[src/rtl/musb_dma.sv]
`timescale 1ns/1ps
// ---------------------------------------------------------------------------
// musb_dma
// Single-channel word-copy DMA engine for the MUSB SoC bus. It copies LEN
// 32-bit words from SRC to DST, one read followed by one write per word, and
// raises a level interrupt on completion or on a bus error.
//
// Ports
//   clk, rst                 bus clock (rising edge), async active-low reset
//   dma_address/_data_i/_wr  slave register access: offset[3:2] selects
//   dma_enable               SRC, DST, LEN or CTRL/STAT; any nonzero
//                            dma_wr is a full-word write
//   dma_data_o, dma_ready    registered read data and one-cycle completion
//   master_address/_data_o   bus master request (word aligned), held
//   master_wr/_enable        stable for as long as master_enable is high
//   master_data_i/_ready     bus master response; error has priority
//   master_error             over ready
//   dma_interrupt            IE & (DONE | ERR)
// ---------------------------------------------------------------------------
module musb_dma #(
  parameter int LEN_WIDTH = 16
) (
  input  logic                 clk,
  input  logic                 rst,
  input  logic [3:0]           dma_address,
  input  logic [31:0]          dma_data_i,
  input  logic [3:0]           dma_wr,
  input  logic                 dma_enable,
  output logic [31:0]          dma_data_o,
  output logic                 dma_ready,
  output logic [31:0]          master_address,
  output logic [31:0]          master_data_o,
  output logic [3:0]           master_wr,
  output logic                 master_enable,
  input  logic [31:0]          master_data_i,
  input  logic                 master_ready,
  input  logic                 master_error,
  output logic                 dma_interrupt
);

  typedef enum logic [2:0] {
    IDLE   = 3'd0,
    RD_GAP = 3'd1,
    READ   = 3'd2,
    WR_GAP = 3'd3,
    WRITE  = 3'd4
  } state_t;

  localparam logic [LEN_WIDTH-1:0] LEN_ZERO = '0;
  localparam logic [LEN_WIDTH-1:0] LEN_ONE  = {{(LEN_WIDTH-1){1'b0}}, 1'b1};

  state_t               state_r, state_s;
  // Addresses are kept as word addresses; bits [1:0] are always zero.
  logic [29:0]          src_r, src_s;
  logic [29:0]          dst_r, dst_s;
  logic [LEN_WIDTH-1:0] len_r, len_s;
  logic [31:0]          buf_r, buf_s;
  logic                 ie_r, ie_s;
  logic                 done_r, done_s;
  logic                 err_r, err_s;

  logic                 ready_r;
  logic [31:0]          rdata_r, rdata_s;
  logic [31:0]          m_addr_r, m_addr_s;
  logic [31:0]          m_data_r, m_data_s;
  logic [3:0]           m_wr_r, m_wr_s;
  logic                 m_en_r, m_en_s;
  logic                 irq_r, irq_s;

  logic                 acc_s;
  logic                 wr_acc_s;
  logic                 busy_s;
  logic                 start_s;
  logic [31:0]          len_ext_s;
  logic [1:0]           unused_addr_s;

  // A slave access is taken on any edge where it is requested and the
  // previous one is not still being acknowledged.
  assign acc_s         = dma_enable & ~ready_r;
  assign wr_acc_s      = acc_s & (dma_wr != 4'h0);
  assign busy_s        = (state_r != IDLE);
  assign unused_addr_s = dma_address[1:0];

  // Register writes from the slave port, then FSM updates (FSM sets win).
  always_comb begin
    state_s = state_r;
    src_s   = src_r;
    dst_s   = dst_r;
    len_s   = len_r;
    buf_s   = buf_r;
    ie_s    = ie_r;
    done_s  = done_r;
    err_s   = err_r;
    start_s = 1'b0;

    if (wr_acc_s) begin
      case (dma_address[3:2])
        2'd0: begin
          if (!busy_s) begin
            src_s = dma_data_i[31:2];
          end else begin
            src_s = src_r;
          end
        end
        2'd1: begin
          if (!busy_s) begin
            dst_s = dma_data_i[31:2];
          end else begin
            dst_s = dst_r;
          end
        end
        2'd2: begin
          if (!busy_s) begin
            len_s = dma_data_i[LEN_WIDTH-1:0];
          end else begin
            len_s = len_r;
          end
        end
        2'd3: begin
          ie_s = dma_data_i[3];
          if (dma_data_i[1]) begin
            done_s = 1'b0;
          end else begin
            done_s = done_r;
          end
          if (dma_data_i[2]) begin
            err_s = 1'b0;
          end else begin
            err_s = err_r;
          end
          start_s = dma_data_i[0] & ~busy_s;
        end
        default: begin
          start_s = 1'b0;
        end
      endcase
    end else begin
      start_s = 1'b0;
    end

    case (state_r)
      IDLE: begin
        if (start_s) begin
          done_s = 1'b0;
          err_s  = 1'b0;
          // An empty transfer completes at once without touching the bus.
          if (len_r == LEN_ZERO) begin
            done_s = 1'b1;
          end else begin
            state_s = RD_GAP;
          end
        end else begin
          state_s = IDLE;
        end
      end
      RD_GAP: begin
        state_s = READ;
      end
      READ: begin
        if (master_error) begin
          state_s = IDLE;
          err_s   = 1'b1;
        end else if (master_ready) begin
          buf_s   = master_data_i;
          state_s = WR_GAP;
        end else begin
          state_s = READ;
        end
      end
      WR_GAP: begin
        state_s = WRITE;
      end
      WRITE: begin
        if (master_error) begin
          // Pointers and count stay at the failed word.
          state_s = IDLE;
          err_s   = 1'b1;
        end else if (master_ready) begin
          src_s = src_r + 30'd1;
          dst_s = dst_r + 30'd1;
          len_s = len_r - LEN_ONE;
          if (len_r == LEN_ONE) begin
            state_s = IDLE;
            done_s  = 1'b1;
          end else begin
            state_s = RD_GAP;
          end
        end else begin
          state_s = WRITE;
        end
      end
      default: begin
        state_s = IDLE;
      end
    endcase
  end

  // Registered bus request: loaded on entry to READ/WRITE so it stays stable
  // while enable is high, and enable drops right after ready/error.
  always_comb begin
    m_en_s   = (state_s == READ) || (state_s == WRITE);
    m_wr_s   = (state_s == WRITE) ? 4'hF : 4'h0;
    m_addr_s = m_addr_r;
    m_data_s = m_data_r;
    if (state_s == READ) begin
      m_addr_s = {src_s, 2'b00};
    end else if (state_s == WRITE) begin
      m_addr_s = {dst_s, 2'b00};
      m_data_s = buf_s;
    end else begin
      m_addr_s = m_addr_r;
    end
    irq_s = ie_s & (done_s | err_s);
  end

  // Slave read mux; values are those before the accepting edge.
  always_comb begin
    len_ext_s                  = 32'h0000_0000;
    len_ext_s[LEN_WIDTH-1:0]   = len_r;
    rdata_s                    = rdata_r;
    if (acc_s) begin
      case (dma_address[3:2])
        2'd0:    rdata_s = {src_r, 2'b00};
        2'd1:    rdata_s = {dst_r, 2'b00};
        2'd2:    rdata_s = len_ext_s;
        2'd3:    rdata_s = {28'h000_0000, ie_r, err_r, done_r, busy_s};
        default: rdata_s = 32'h0000_0000;
      endcase
    end else begin
      rdata_s = rdata_r;
    end
  end

  // FSM state register.
  always_ff @(posedge clk or negedge rst) begin
    if (!rst) begin
      state_r <= IDLE;
    end else begin
      state_r <= state_s;
    end
  end

  // Configuration, status and data buffer registers.
  always_ff @(posedge clk or negedge rst) begin
    if (!rst) begin
      src_r  <= 30'd0;
      dst_r  <= 30'd0;
      len_r  <= LEN_ZERO;
      buf_r  <= 32'h0000_0000;
      ie_r   <= 1'b0;
      done_r <= 1'b0;
      err_r  <= 1'b0;
    end else begin
      src_r  <= src_s;
      dst_r  <= dst_s;
      len_r  <= len_s;
      buf_r  <= buf_s;
      ie_r   <= ie_s;
      done_r <= done_s;
      err_r  <= err_s;
    end
  end

  // Output registers for the slave port, master port and interrupt.
  always_ff @(posedge clk or negedge rst) begin
    if (!rst) begin
      ready_r  <= 1'b0;
      rdata_r  <= 32'h0000_0000;
      m_addr_r <= 32'h0000_0000;
      m_data_r <= 32'h0000_0000;
      m_wr_r   <= 4'h0;
      m_en_r   <= 1'b0;
      irq_r    <= 1'b0;
    end else begin
      ready_r  <= acc_s;
      rdata_r  <= rdata_s;
      m_addr_r <= m_addr_s;
      m_data_r <= m_data_s;
      m_wr_r   <= m_wr_s;
      m_en_r   <= m_en_s;
      irq_r    <= irq_s;
    end
  end

  assign dma_ready      = ready_r;
  assign dma_data_o     = rdata_r;
  assign master_address = m_addr_r;
  assign master_data_o  = m_data_r;
  assign master_wr      = m_wr_r;
  assign master_enable  = m_en_r;
  assign dma_interrupt  = irq_r;

endmodule

[config.mk]
export PLATFORM = sky130hd
export DESIGN_NAME = musb_dma
export DESIGN_NICKNAME = d
export VERILOG_FILES = /design/src/rtl/musb_dma.sv
export SDC_FILE = /design/constraint.sdc
export NUM_CORES = 1
export LEC_CHECK = 0
export BUFFER_PORTS_ARGS = -buffer_cell sky130_fd_sc_hd__buf_2
export CAP_MARGIN = 5
export CORE_MARGIN = 4
export CORE_UTILIZATION = 50
export CTS_CLUSTER_SIZE = 14
export DETAILED_ROUTE_END_ITERATION = 16
export HOLD_SLACK_MARGIN = 0.02
export PLACE_DENSITY = 0.75
export SLEW_MARGIN = 20
export SYNTH_ARGS = -nofsm -noshare
export SYNTH_HDL_FRONTEND = slang
export SYNTH_SLANG_ARGS = --single-unit
export TNS_END_PERCENT = 20
[constraint.sdc]
create_clock -name clk -period 2.1 [get_ports clk]
set_input_delay 0.315 -clock clk [delete_from_list [all_inputs] [get_ports clk]]
set_output_delay 0.315 -clock clk [all_outputs]
set_load 0.1 [all_outputs]
* After elaboration in Yosys (flattened, before gate mapping)
Cells that the tools add are included.
W data, S select, Z words.
** Word-level totals
- Register bits after elaboration :: 217
- Input port bits :: 77
- Output and inout port bits :: 103
** Cells by class
- Add/subtract/negate cells :: 3
- Eq/ne operators :: 10
- Multiplexer cells :: 52
- Bitwise logic cells :: 8
- Reductions and logical operators :: 9
** Operator list (number)
- $mux W30 :: 12
- $mux W32 :: 5
- $pmux W32 S4 :: 1
- $mux W16 :: 6
- $add A30 B1 Y30 const B :: 2
- $mux W1 :: 19
- $eq A16 B1 Y1 const B :: 1
- $logic_not A16 Y1 :: 1
- $sub A16 B1 Y16 const B :: 1
- $pmux W3 S5 :: 1
- $mux W3 :: 4
- $eq A3 B2 Y1 const B :: 3
- $eq A3 B3 Y1 const B :: 2
- $and A1 B1 Y1 :: 4
- $eq A2 B2 Y1 const B :: 2
- $mux W4 :: 1
- $pmux W1 S2 :: 2
- $reduce_bool A4 Y1 :: 1
- $eq A3 B1 Y1 const B :: 1
- $logic_not A3 Y1 :: 1
- $not A1 Y1 :: 3
- $reduce_bool A3 Y1 :: 1
- $eq A2 B1 Y1 const B :: 1
- $logic_not A2 Y1 :: 1
- 6 further kinds :: 6

* Depth between registers and ports, before layout
Gate-level depths: netlist of run 1.
- Depth after elaboration :: 10
- Depth in mapped cells :: 11
- Depth with buffers taken out :: 7

* Worst setup path after synthesis of run 1
Ideal clock, no wire load.
- Path kind :: register to register
- Start :: reg ready_r (netlist: dma_ready)
- End :: reg m_addr_r[5] (netlist: master_address[5])
- Setup time :: 129 ps
- Arrival :: 2446 ps
- Data required time :: 1971 ps
- Setup slack :: -475 ps
- Cell stages (with the launch flop) :: 11
- Clock period less this slack :: 2575 ps
- Cells stage by stage :: dfrtp_1 > nand2b_1 > buf_2 > inv_1 > buf_2 > and4_4 > buf_6 > mux2_2 > o221a_4 > a22oi_2 > o21ai_1
** Between the ends
- Elaborated cells on any way between the ends :: 19
** RTL lines
- start, declared :: RTL line 62 : logic ready_r;
- start signal, assigned :: RTL line 275 : ready_r <= acc_s;
- $not A1 Y1 * :: RTL line 79 : assign acc_s = dma_enable & ~ready_r;
- $and A1 B1 Y1 * :: RTL line 79
- net acc_s :: RTL line 70 : logic acc_s;
- $and A1 B1 Y1 * :: RTL line 80 : assign wr_acc_s = acc_s & (dma_wr != 4'h0);
- $mux W30 * :: RTL line 96 : if (wr_acc_s) begin
- $mux W30 :: RTL line 178 : end else if (master_ready) begin
- $mux W30 :: RTL line 174 : if (master_error) begin
- $mux W30 * :: RTL line 141 : case (state_r)
- net src_s[3] :: RTL line 54 : logic [29:0] src_r, src_s;
- $mux W32 * :: RTL line 205 : if (state_s == READ) begin
- end signal, assigned :: RTL line 277 : m_addr_r <= m_addr_s;
- end, declared :: RTL line 64 : logic [31:0] m_addr_r, m_addr_s;
The timed path passes the listed nets; every way through them passes the cells marked *. The select of a mux whose other input is x is not followed.
A chain may end at the register's enable or synchronous reset.

* Worst setup path after layout of run 1
- Start :: reg state_r[1]
- End :: reg m_addr_r[13] (netlist: master_address[13])
** Between the ends
- Cells in the longest elaborated chain, start to end :: 9
- Elaborated cells on any way between the ends :: 30
** Ends and longest elaborated chain
- start, declared :: RTL line 52 : state_t state_r, state_s;
- start signal, assigned :: RTL line 239 : state_r <= state_s;
- $reduce_bool A3 Y1 :: RTL line 81 : assign busy_s = (state_r != IDLE);
- $not A1 Y1 or $mux W30 (tied branches) :: RTL line 131, 106
- $and A1 B1 Y1 or $mux W30 (tied branches) :: RTL line 131, 97
- $mux W1 or $mux W30 (tied branches) :: RTL line 97, 96
- $mux W1 or $mux W30 (tied branches) :: RTL line 96, 178
- $mux W3 or $mux W30 (tied branches) :: RTL line 143, 174
- $pmux W3 S5 or $mux W30 (tied branches) :: RTL line 141
- $eq A3 B2 Y1 (tied with other cells) :: RTL line 205
- $mux W32 or $reduce_bool A2 Y1 (tied branches)
Several ways; a longest one is shown, not always the timed one. The select of a mux whose other input is x is not followed.

==> results of run 1 <==
-- placed cells by master, fill, tap and decap left out, drive strengths merged, types with 7 or more instances in the layout --
cell type	count
mux2i	34
o221ai	10
and2	9
a21oi	52
inv	19
clkbuf	32
o21ai	66
nand2b	7
dfrtp	212
o22ai	13
clkinv	8
and3	21
nor4	8
mux2	34
nand2	122
nand4	19
o211ai	7
a311oi	12
buf	321
nand3	31
a221o	12
nor2	201
nor3	24
a211oi	25
-- synthesized netlist by cell type (4+ instances only) --
master and count:
o22ai_1 13, a21o_1 5, or3_1 6, nand3_1 30, dfrtp_1 212, a21oi_1 52, o211ai_1 7, o221ai_1 10
o31ai_1 5, nand4_1 18, a311oi_1 12, o21ai_0 64, nor3_1 22, buf_6 4, a22oi_1 5, a211oi_1 25
and3_1 21, and2_1 7, a221o_1 12, ha_1 5, nor4_1 7, nand2_1 122, buf_2 23, o211a_1 5
a31oi_1 6, mux2_2 34, nand2b_1 7, mux2i_1 34, clkbuf_1 34, buf_4 7, inv_1 19, nor2_1 199
-- routing by layer --
metal	up-vias	GRT usage (%)	wire length (µm)
met2	465	43.31	15040
li1	4477	-	-
met1	4729	40.64	14260
met4	0	6.764	846
met5	-	0	0
met3	70	6.286	3046
-- worst paths after layout --
path                                      end  slack (ns)  cells past startpoint
hold reg to reg                 dma_data_o[6]        0.47                      2
setup / recovery           master_address[13]       -0.04                      8
setup reg to reg           master_address[13]       -0.04                      8
max in group asynchronous   master_data_o[15]        1.29                      3
min in group asynchronous       dma_data_o[1]        0.18                      2
hold / removal                      buf_r[19]        0.05                      2
-- cells by family (layout without fill, tap and decap cells) --
family                     Yosys count  after routing
AOI/OAI and AO/OA                  246            246
other                                1              2
and+or+nand+nor                    466            466
buffers and inverters               91            387
DFF                                212            212
adders and majority gates            5              5
xor gates and xnor gates             2              2
muxes                               70             70
-- worst reg2reg max path: stages, from the launching register on --
cell and delay (ns):
dfrtp_2 0.44, buf_6 0.13, or4b_1 0.51, o22a_2 0.27
clkinv_4 0.08, nor2_4 0.08, buf_12 0.16, a22o_1 0.19
a21o_1 0.16
-- final cells by class --
| type | count | area, µm² |
|---|---|---|
| fillers | 1651 | 6646 |
| clock inverters | 13 | 188.9 |
| multi-input cells | 791 | 4815 |
| clock buffers | 31 | 688.2 |
| repair buffers | 323 | 2230 |
| flip-flops and latches | 212 | 5311 |
| inverters | 20 | 82.58 |
| well taps | 270 | 337.8 |
-- state kept, by name, indices dropped and copies added (netlist names), 3 cells and up --
register        cells
len_r              16
dma_data_o         32
src_r              30
state_r             3
master_data_o      32
master_address     30
dst_r              30
buf_r              32
-- report_power, final --
part	internal (mW)	switching [mW]	total (mW)
combinational	2.29	7.82	10.1
sequential	5.58	1.10	6.68
clock	2.82	1.75	4.57
total	10.7	10.7	21.4
-- timing repair --
action                     in CTS  in global routing
hold endpoints to repair      212                  0
pin swaps                       5                 12
setup endpoints to repair      15                 77
gates cloned                    1                  1
gates resized for setup        12                 39
buffers inserted                2                  6
hold buffers                    1                  0
-- through the flow --
stage	worst slack (ns)	total power [mW]	TNS, ns	utilization (%)
3_3_place_gp	-0.1010	16.42	-0.8411	61.37
5_1_grt	-0.1073	22.26	-1.023	67.26
3_5_place_dp	-0.1094	16.61	-1.298	61.37
6_report	-0.03732	21.36	-0.06554	67.26
2_1_floorplan	-0.1010	14.14	-0.1920	-
4_1_cts	-0.03748	21.26	-0.1519	66.22
==> results.json, run 1 <==
{
  "path_clk_slew_ns": 0.06,
  "ys_top_cells_by_area": "dfrtp_1, nor2_1, nand2_1",
  "start_util_pct": 51.02,
  "fin_cells": 1660,
  "synth_top_area_share_pct": 51.23,
  "skew_ns": 0.01425,
  "synth_top_family_by_area": "simple AND/OR/NAND/NOR gates",
  "critical-path-max-stage-delay_ns": 0.51,
  "synthFlopType": "dfrtp_1",
  "synthDistinctLibCells": 72,
  "clk_path_buf_depth": 3,
  "fin_crit_sh_pct": 101.8,
  "power.density_nw_per_um2": 1565,
  "synth_edf_count": 0,
  "ir_drop_mv": 1.488,
  "ios": 180,
  "fin_crit_ns": 2.137,
  "via_count": 9741,
  "crit_family": "compound AO/OA/AOI/OAI gates",
  "drtPass1Iterations": 5,
  "insertion_delay_ns": 0.52,
  "grt_pass1_vias": 9359,
  "synthCells": 1093,
  "critPathLaunch": "state_r[1]",
  "core_um2": 20300,
  "rsz0062_at_grt": "true",
  "async_reset_ff_share_pct": 100.0,
  "crit_path_start_kind": "flop",
  "muxShareOfSynthArea_pct": 7.418,
  "ant_nets": 0,
  "setup_viol_count_final": 2,
  "syn_area_per_cell_um2": 9.475,
  "design_area_um2": 13650,
  "leakage_nw": 6.435,
  "slew-limit-headroom_pct": 59.31,
  "post-route-drc-count": 0,
  "synth-compound-area-share_pct": 15.95,
  "cts_tree": "yes",
  "grt_start_max_net_pins": 83,
  "outcome": "finished, violations left",
  "placed_area_um2": 12460,
  "violations": "negative setup slack",
  "max_freq_ghz": 0.4679,
  "nets": 1454,
  "die_h_um": 151.9,
  "antenna_found_initial": 0,
  "ys_ff_latch": 212,
  "worstMarginPinSlew_ns": 0.6104,
  "required_ns": 2.50,
  "dieArea_um2": 23080,
  "cap_violations": 0,
  "wire_per_inst_um": 20.00,
  "grt_pass1_wl_um": 53190,
  "drt-total-wl_um": 33200,
  "crit_buf_inv": 3,
  "cts_buffers": 24,
  "global_route.usage.total_pct": 28.02,
  "avgViaCountPerCell": 5.868,
  "crit_type": "flop to flop",
  "gp_congestion": 0.9685,
  "grt_overflow": 0,
  "holdWs_ns": 0.04659,
  "syn_to_final_growth_pct": 31.84,
  "syn-cell-area_um2": 10360,
  "hp-class": "input port to flop",
  "cts.sinks": 212,
  "seq_area_frac_synth_pct": 51.23,
  "fin_ws_ns": -0.03732,
  "drv_slew": 0,
  "critical_path_arrival_ns": 2.54,
  "finalHoldViolCount": 0,
  "rows": 52,
  "place_hpwl_um": 23970,
  "worst_path_max_delay_cell": "or4b_1",
  "die_x_um": 151.9,
  "diodes": 0,
  "synth_top_area_cell": "dfrtp_1",
  "synth_fa_ha_area_share_pct": 0.6041,
  "drive_above_1_share_pct": 32.81,
  "port_buffers": 175,
  "critPathMaxFanout": 7,
  "hold_start": "master_data_i[19]",
  "synth-xor-area-share_pct": 0.1691,
  "r2r-start": "state_r[1]",
  "synth-simple-area-share_pct": 20.47,
  "dp.cells": 1605,
  "yosys_warnings": 0,
  "htree_levels": 1,
  "cp-end-kind": "flop",
  "clock-root-buffer": "clkbuf_16",
  "drt_iter0_markers": 862,
  "cp_cell_sequence": "buf_6 -> or4b_1 -> o22a_2 -> clkinv_4 -> nor2_4 -> buf_12 -> a22o_1 -> a21o_1"
}
Note: power is estimated with default switching activity, not from simulation.
==> run 2: changes to the inputs <==
--- a/config.mk
+++ b/config.mk
@@ -12,7 +12,7 @@
 export CTS_CLUSTER_SIZE = 14
 export DETAILED_ROUTE_END_ITERATION = 16
 export HOLD_SLACK_MARGIN = 0.02
-export PLACE_DENSITY = 0.75
+export PLACE_DENSITY = 0.78
 export SLEW_MARGIN = 20
 export SYNTH_ARGS = -nofsm -noshare
 export SYNTH_HDL_FRONTEND = slang
==> run 2 against run 1 <==
Against the previous run: the run still ends with negative setup slack left; largest power group unchanged; clock power about the same; maximum frequency increased by 1.1%; sequential power about the same.
==> results.json, run 2 (synthesis results as in run 1) <==
{
  "finalHoldViolCount": 0,
  "cap_violations": 0,
  "grt_pass1_vias": 9750,
  "design_area_um2": 13760,
  "dp.cells": 1615,
  "insertion_delay_ns": 0.53,
  "port_buffers": 175,
  "max_freq_ghz": 0.4732,
  "cts.sinks": 212,
  "worstMarginPinSlew_ns": 0.5530,
  "nets": 1464,
  "die_x_um": 151.9,
  "nFillCells": 1617,
  "clock-root-buffer": "clkbuf_16",
  "setup_viol_count_final": 3,
  "required_ns": 2.51,
  "slew-limit-headroom_pct": 62.93,
  "diodes": 0,
  "gp_congestion": 0.9748,
  "ir_drop_mv": 1.623,
  "layout_common_cells": "dfrtp_1, nor2_1, buf_2, buf_4, nand2_1",
  "die_h_um": 151.9,
  "power_mw": 21.47,
  "ant_nets": 0,
  "worst_path_max_delay_cell": "dfrtp_4",
  "cts_tree": "yes",
  "crit_type": "flop to flop",
  "hp-class": "input port to flop",
  "cts_buffers": 24,
  "critical_path_arrival_ns": 2.52,
  "rows": 52,
  "fin_cells": 1670,
  "antenna_found_initial": 0,
  "power.density_nw_per_um2": 1560,
  "rsz0062_at_grt": "true",
  "avgViaCountPerCell": 6.014,
  "via_count": 10040,
  "cpMostUsedCell": "buf_4",
  "placed_area_um2": 12510,
  "final_common_cell": "dfrtp_1",
  "fin_ws_ns": -0.01349,
  "skew_ns": 0.01941,
  "ios": 180,
  "path_clk_slew_ns": 0.06,
  "drive_above_1_share_pct": 34.14,
  "grt_pass1_wl_um": 54700,
  "drt-total-wl_um": 34480,
  "post-route-drc-count": 0,
  "core_um2": 20300,
  "drtPass1Iterations": 6,
  "cp-end-kind": "flop",
  "outcome": "finished, violations left",
  "start_util_pct": 51.02,
  "critPathMaxFanout": 10,
  "global_route.usage.total_pct": 28.85,
  "dieArea_um2": 23080,
  "pre_cts_slack_ns": -0.2012,
  "cp_cell_sequence": "nand2b_4 -> inv_4 -> buf_4 -> and4_4 -> nor2_1 -> o21ai_1 -> o311ai_1 -> buf_4 -> a221o_1",
  "fin_crit_sh_pct": 100.6,
  "violations": "negative setup slack",
  "crit_path_start_kind": "flop",
  "htree_levels": 1,
  "leakage_nw": 6.525,
  "crit_family": "compound AO/OA/AOI/OAI gates",
  "place_hpwl_um": 24890,
  "fin_crit_ns": 2.113,
  "drv_slew": 0,
  "clk_path_buf_depth": 3,
  "grt_start_max_net_pins": 62,
  "drt_iter0_markers": 1061,
  "syn_to_final_growth_pct": 32.89,
  "critical-path-max-stage-delay_ns": 0.47,
  "grt_overflow": 0,
  "crit_buf_inv": 3,
  "wire_per_inst_um": 20.64
}
## run 2: changes by cell type in the layout (fill, tap and decap cells not counted), sizes merged
cell	delta
buf	+8
bufinv	+1
clkbuf	-1
clkinv	+2
## run 2: cell type report
type                    count  area [µm²]  area share, %
flip-flops and latches    212        5309          38.58
inverters                  20       82.58         0.6001
clock inverters            16       236.5          1.718
clock buffers              28       645.6          4.691
well taps                 270       337.8          2.455
repair buffers            333        2276          16.54
multi-input cells         791        4875          35.42
## run 2: final timing paths
kind | startpoint | to | slack, ns | depth (start not counted)
hold reg to reg | dma_data_o[13] | dma_data_o[13] | 0.47 | 2
hold / removal | master_data_i[1] | buf_r[1] | 0.03 | 2
max in group asynchronous | rst | dma_data_o[22] | 1.16 | 3
setup reg to reg | dma_ready | master_address[16] | -0.01 | 9
setup / recovery | dma_ready | master_address[16] | -0.01 | 9
min in group asynchronous | rst | master_data_o[26] | 0.26 | 2
## run 2: power breakdown
group          switching [mW]  internal, mW  total [mW]  leakage, nW
combinational            7.86          2.32        10.2         3.52
clock                    1.76          2.84        4.60        0.428
sequential               1.11          5.58        6.69         2.58
total                    10.7          10.7        21.5         6.53
## run 2: what timing repair did
item                                   in CTS  in global routing
setup buffers                               5                  3
resized for setup                          20                 45
pin swaps                                   6                  5
endpoints found under the hold margin      36                  0
setup endpoints to repair                  64                 55
gates cloned                                0                  2
hold buffers                                1                  0
## run 2: metrics by stage
step | TNS, ns | hold slack, ns | utilization, %
after global placement | -3.166 | 0.2609 | 61.61
after floorplan | -0.1920 | 0.01941 | -
after global routing | -0.8919 | 0.02532 | 67.79
after CTS | -0.01206 | 0.02245 | 66.61
after detailed placement | -4.841 | 0.2660 | 61.61
final | -0.03254 | 0.03344 | 67.79
## run 2: routing by layer
| metal | up-vias | wire length, µm | GRT usage [%] |
|---|---|---|---|
| li1 | 4504 | - | - |
| met1 | 4861 | 13870 | 41.80 |
| met2 | 597 | 15490 | 43.76 |
| met3 | 81 | 4106 | 6.997 |
| met4 | 0 | 1007 | 7.920 |
| met5 | - | 0 | 0 |
## run 2: worst register-to-register path: stages (launching register included)
cell and delay (ns):
dfrtp_4 0.47, nand2b_4 0.16, inv_4 0.06, buf_4 0.18, and4_4 0.30, nor2_1 0.09
o21ai_1 0.14, o311ai_1 0.14, buf_4 0.16, a221o_1 0.31
